--- src/rtl/mem_responder.sv ---
// Wait-state memory responder: single-word read/write with a ready pulse.
// Build option MEM_ERR_CHECK_EN flags out-of-range addresses with err.
module mem_responder #(
  parameter int DATA_W      = 16,
  parameter int ADDR_W      = 16,
  parameter int DEPTH_LOG2  = 8,
  parameter int WAIT_STATES = 2
) (
  input  logic              clk,
  input  logic              reset,
  input  logic              mem_en,
  input  logic              read_wbar,
  input  logic [ADDR_W-1:0] addr,
  input  logic [DATA_W-1:0] wdata,
  output logic [DATA_W-1:0] rdata,
  output logic              ready,
  output logic              busy,
  output logic              err
);

  typedef enum logic [1:0] {
    S_IDLE,
    S_WAIT,
    S_RESP
  } state_e;

  localparam int DEPTH = 1 << DEPTH_LOG2;
  localparam logic [3:0] WLOAD =
    (WAIT_STATES > 0) ? 4'(WAIT_STATES - 1) : 4'd0;

  state_e state_q, state_d;
  logic [3:0] cnt_q, cnt_d;
  logic rd_q;
  logic [DEPTH_LOG2-1:0] idx_q;
  logic [DATA_W-1:0] wdata_q;
  logic oor_q;
  logic [DATA_W-1:0] rdata_q;
  logic err_q;
  logic [DATA_W-1:0] mem [DEPTH];

  logic cap, acc, from_idle;
  logic live_oor;
  logic op_rd, op_oor;
  logic [DEPTH_LOG2-1:0] op_idx;
  logic [DATA_W-1:0] op_wdata;

`ifdef MEM_ERR_CHECK_EN
  assign live_oor = |addr[ADDR_W-1:DEPTH_LOG2];
`else
  logic unused_addr;
  assign unused_addr = ^addr[ADDR_W-1:DEPTH_LOG2];
  assign live_oor = 1'b0;
`endif

  // W=0 accesses straight from IDLE, so operands come from the live bus
  assign from_idle = (state_q == S_IDLE);
  assign op_rd    = from_idle ? read_wbar : rd_q;
  assign op_idx   = from_idle ? addr[DEPTH_LOG2-1:0] : idx_q;
  assign op_wdata = from_idle ? wdata : wdata_q;
  assign op_oor   = from_idle ? live_oor : oor_q;

  always_comb begin
    state_d = state_q;
    cnt_d   = cnt_q;
    cap     = 1'b0;
    acc     = 1'b0;
    unique case (state_q)
      S_IDLE: begin
        if (mem_en) begin
          cap = 1'b1;
          if (WAIT_STATES == 0) begin
            state_d = S_RESP;
            acc     = 1'b1;
          end else begin
            state_d = S_WAIT;
            cnt_d   = WLOAD;
          end
        end
      end
      S_WAIT: begin
        if (cnt_q == 4'd0) begin
          state_d = S_RESP;
          acc     = 1'b1;
        end else begin
          cnt_d = cnt_q - 4'd1;
        end
      end
      S_RESP:  state_d = S_IDLE;
      default: state_d = S_IDLE;
    endcase
  end

  always_ff @(posedge clk or negedge reset) begin
    if (!reset) begin
      state_q <= S_IDLE;
      cnt_q   <= '0;
      rd_q    <= 1'b0;
      idx_q   <= '0;
      wdata_q <= '0;
      oor_q   <= 1'b0;
      rdata_q <= '0;
      err_q   <= 1'b0;
    end else begin
      state_q <= state_d;
      cnt_q   <= cnt_d;
      if (cap) begin
        rd_q    <= read_wbar;
        idx_q   <= addr[DEPTH_LOG2-1:0];
        wdata_q <= wdata;
        oor_q   <= live_oor;
      end
      if (acc && op_rd) begin
        rdata_q <= op_oor ? '0 : mem[op_idx];
      end
      err_q <= acc & op_oor;
    end
  end

  // Array is never cleared; gating on reset keeps a held-off write dropped
  always_ff @(posedge clk) begin
    if (reset && acc && !op_rd && !op_oor) begin
      mem[op_idx] <= op_wdata;
    end
  end

  assign rdata = rdata_q;
  assign ready = (state_q == S_RESP);
  assign busy  = (state_q != S_IDLE);
  assign err   = err_q;

endmodule

--- config.mk ---
export PLATFORM = sky130hd
export DESIGN_NAME = mem_responder
export DESIGN_NICKNAME = d
export VERILOG_FILES = /design/src/rtl/mem_responder.sv
export SDC_FILE = /design/constraint.sdc
export NUM_CORES = 2
export LEC_CHECK = 0
export BUFFER_PORTS_ARGS = -buffer_cell sky130_fd_sc_hd__buf_2
export CORE_ASPECT_RATIO = 1.2
export CORE_MARGIN = 8
export CORE_UTILIZATION = 35
export CTS_BUF_LIST = sky130_fd_sc_hd__clkbuf_4
export CTS_CLUSTER_SIZE = 14
export DETAILED_ROUTE_END_ITERATION = 8
export GPL_TIMING_DRIVEN = 0
export PLACE_DENSITY = 0.48
export REMOVE_ABC_BUFFERS = 1
export SLEW_MARGIN = 40
export SYNTH_ARGS = -nofsm -noshare
export SYNTH_HDL_FRONTEND = slang
export SYNTH_SLANG_ARGS = --single-unit
--- constraint.sdc ---
create_clock -name clk -period 7.75 [get_ports clk]
set_clock_uncertainty 0.1 [all_clocks]
set_input_delay 0.3875 -clock clk [delete_from_list [all_inputs] [get_ports clk]]
set_output_delay 0.3875 -clock clk [all_outputs]
set_load 0.02 [all_outputs]
==> impl_metrics.tcl <==
set metrics [dict create \
    status "complete, no violations" \
    rr_endpoint "rdata[9]$_DFFE_PN0P_" \
    setup_viol 0 \
    cts_tree "built" \
    netlist_top_cells_area "edfxtp_1, a22oi_1, a21oi_1, o41ai_1, buf_2" \
    ys_ff_latch 4143 \
    drc 0 \
    dp.cells 14500 \
    dr.pass1.iters 6 \
    start_util_pct 35.1 \
    syn_inst 8617 \
    critPathRequiredTime_ns 9.13 \
    rsz0062_at_grt "false" \
    timing.fmax_mhz 164 \
    yosys.cell_count.top_type "edfxtp_1" \
    synthDistinctLibCells 49 \
    dpl_cell_area_um2 173000 \
    cts_resized 0 \
    wire_per_inst_um 28.7 \
    p_clk_share_pct 24.5 \
    cp.arrival_ns 7.46 \
    antenna_found_initial 22 \
    synth_edf_count 4096 \
    reg2reg_depth 21 \
    dieArea_um2 459000 \
    synth_top_area_share_pct 80.3 \
    hp-class "primary input to asynchronous set/reset pin" \
    nNetsFinal 10000 \
    worstPathCellList "nor2_8, o31ai_4, buf_4, buf_4, buf_4, buf_4, buf_4, buf_4, buf_6, buf_6, buf_4, buf_6, buf_6, buf_6, buf_6, a22oi_1, a21oi_1, o41ai_2, a41oi_1, nor4_1, a21oi_1" \
    finalSetupTns_ns 0 \
    die_h_um 741 \
    cp_common_cell "buf_4" \
    cp_max_fo 27 \
    hpwl_um 312000 \
    seq_area_frac_synth_pct 81.1 \
    grt_use_total_pct 20.1 \
    ys_warn_count 0 \
    path_clk_slew_ns 0.06 \
    hold_buffers 78 \
    gp_congestion 0.730 \
    avgSynthCellArea_um2 17.8 \
    p_int_mw 48.3 \
    finalWorstPathRequiredPeriod_ns 6.09 \
    crit_path_end_kind "flip-flop" \
    clk_latency_ns 1.66 \
    ir_drop_uv 251 \
    portBuffers 45 \
    nFillCells 38500 \
    rrSetupSlack_ns 1.66 \
    cts_buffer_depth 5 \
    io_pins 55 \
    timing.final.crit_share_pct 78.6 \
    slowest_delay_ns 0.85 \
    drive_gt1_share_pct 27.9 \
    grt_overflow 0 \
    drt_iter0_drc 9327 \
    reg2reg_from "state_q[0]$_DFFE_PN0P_" \
    die_w_um 620 \
    wl_um 472000 \
    post-cts-setup-buffers 0 \
    p_seq_share_pct 38.7 \
    synthArstFlopShare_pct 1.13 \
    tightest_slew_ns 0.929 \
    grt_pass1_wl_um 668000 \
    via_per_inst 5.60 \
    hold_viol 0 \
    mappedNetlistArea_um2 153000 \
    placementRows 266 \
    htreeDepth 7 \
    clock-sinks 4143 \
    slew_headroom_pct 37.3 \
    clockRootBuffer "clkbuf_4" \
    vias 92100 \
    p_leak_nw 58.7 \
    instances_no_fill 16500 \
    power_frac_comb_pct 36.8 \
    yosys.area.top_type "edfxtp_1" \
    synth_common_cells "edfxtp_1, a22oi_1, a21oi_1" \
    cts_buffers 1143 \
    crit_type "flip-flop to flip-flop" \
    final_cell_area_um2 187000 \
    crit_slowest_cell "o41ai_2" \
    final_max_slew_viol_count 0 \
    startpoint_type "flip-flop" \
    synthToLayoutAreaGrowth_pct 22.0 \
    p_sw_mw 28.0 \
    core_area_um2 437000 \
    grt_max_degree 61 \
    switching_share_pct 36.7 \
    p_per_area_nw_per_um2 408 \
    grt_pass1_vias 92300 \
    final_antenna_net_count 0 \
    max_cap_violations 0 \
    synth-main-ff-cell "edfxtp_1" \
]
routing by layer:
layer	vias to the layer above	wire (um)	GRT usage, %
met2	4141	222000	31.3
met1	47600	201000	27.5
met4	2	14200	7.74
met5	-	13	0
met3	690	35200	4.45
li1	39700	-	-
cell usage in the layout (no fill, tap or decap), types with 88 or more instances in the layout:
master	netlist	layout
edfxtp_1	4096	4096
a22oi_1	1704	1704
clkbuf_4	0	1607
a21oi_1	869	868
buf_8	0	286
nor2_4	0	234
a22o_1	172	172
a221oi_1	172	172
clkinv_1	0	156
buf_12	0	146
buf_4	84	127
o41ai_2	0	119
buf_16	0	100
o22ai_1	88	88
layout make-up:
class / instances / area, um^2 / share of cell area [%]
inverter: 8 / 30.0 / 0.0161
timing repair buffer: 880 / 12800 / 6.86
clock inverter: 224 / 1350 / 0.723
multi-input combinational: 3813 / 29200 / 15.6
sequential: 4143 / 124000 / 66.4
tap: 5762 / 7210 / 3.86
antenna: 19 / 47.5 / 0.0254
clock buffer: 1607 / 12100 / 6.45
power by group through the flow:
| stage | logic [mW] | clock network, mW | registers (mW) |
|---|---|---|---|
| 2_1_floorplan | 13.4 | 0 | 31.6 |
| 3_5_place_dp | 27.8 | 0 | 30.0 |
| 6_report | 28.1 | 18.7 | 29.6 |
| 3_3_place_gp | 15.5 | 0 | 31.0 |
| 4_1_cts | 28.0 | 19.2 | 29.5 |
| 5_1_grt | 29.5 | 20.3 | 29.5 |
metrics by stage:
| step | hold WS, ns | power [mW] | utilization, % | setup WS, ns |
|---|---|---|---|---|
| floorplan | -0.00809 | 45.0 | - | -36.94 |
| global placement | 0.393 | 46.5 | 36.0 | -98.86 |
| detailed placement | 0.116 | 57.8 | 39.5 | 1.60 |
| CTS | 0.0120 | 76.7 | 42.8 | 1.57 |
| global route | 0.109 | 79.4 | 42.8 | 1.59 |
| finish | 0.271 | 76.3 | 42.8 | 1.66 |
registers in the layout, indices dropped and copies added (netlist names):
name / count
cnt_q: 4
state_q: 2
wdata_q: 16
idx_q: 8
rdata: 16
mem: 4096
rd_q: 1
cells by family after synthesis:
kind of cell	share of synthesized area, %
other	0.00245
AOI/OAI and AO/OA	15.3
xor gates and xnor gates	0.0114
DFF	81.1
buffers and inverters	2.17
adders and majority gates	0.00817
muxes	0.176
and+or+nand+nor	1.24
worst max-delay path by stage:
stage                                 startpoint                     to  slack, ns  cells after the start
after global routing      state_q[0]$_DFFE_PN0P_   rdata[7]$_DFFE_PN0P_       1.59                     21
after floorplan           state_q[0]$_DFFE_PN0P_  mem[188][0]$_DFFE_PP_     -36.94                      4
after CTS                 state_q[1]$_DFFE_PN0P_   rdata[2]$_DFFE_PN0P_       1.57                     21
after global placement    state_q[0]$_DFFE_PN0P_  mem[204][3]$_DFFE_PP_     -98.86                      4
final                     state_q[0]$_DFFE_PN0P_   rdata[9]$_DFFE_PN0P_       1.66                     21
after detailed placement  state_q[0]$_DFFE_PN0P_   rdata[2]$_DFFE_PN0P_       1.60                     21
critical path: cells and delay by family, from the launching register on:
kind            cells  cell delay [ns]
compound gates      6             1.87
buf+inv            13             2.33
flops               1             0.53
simple gates        2             1.03
(Power assumes the default switching activity.)
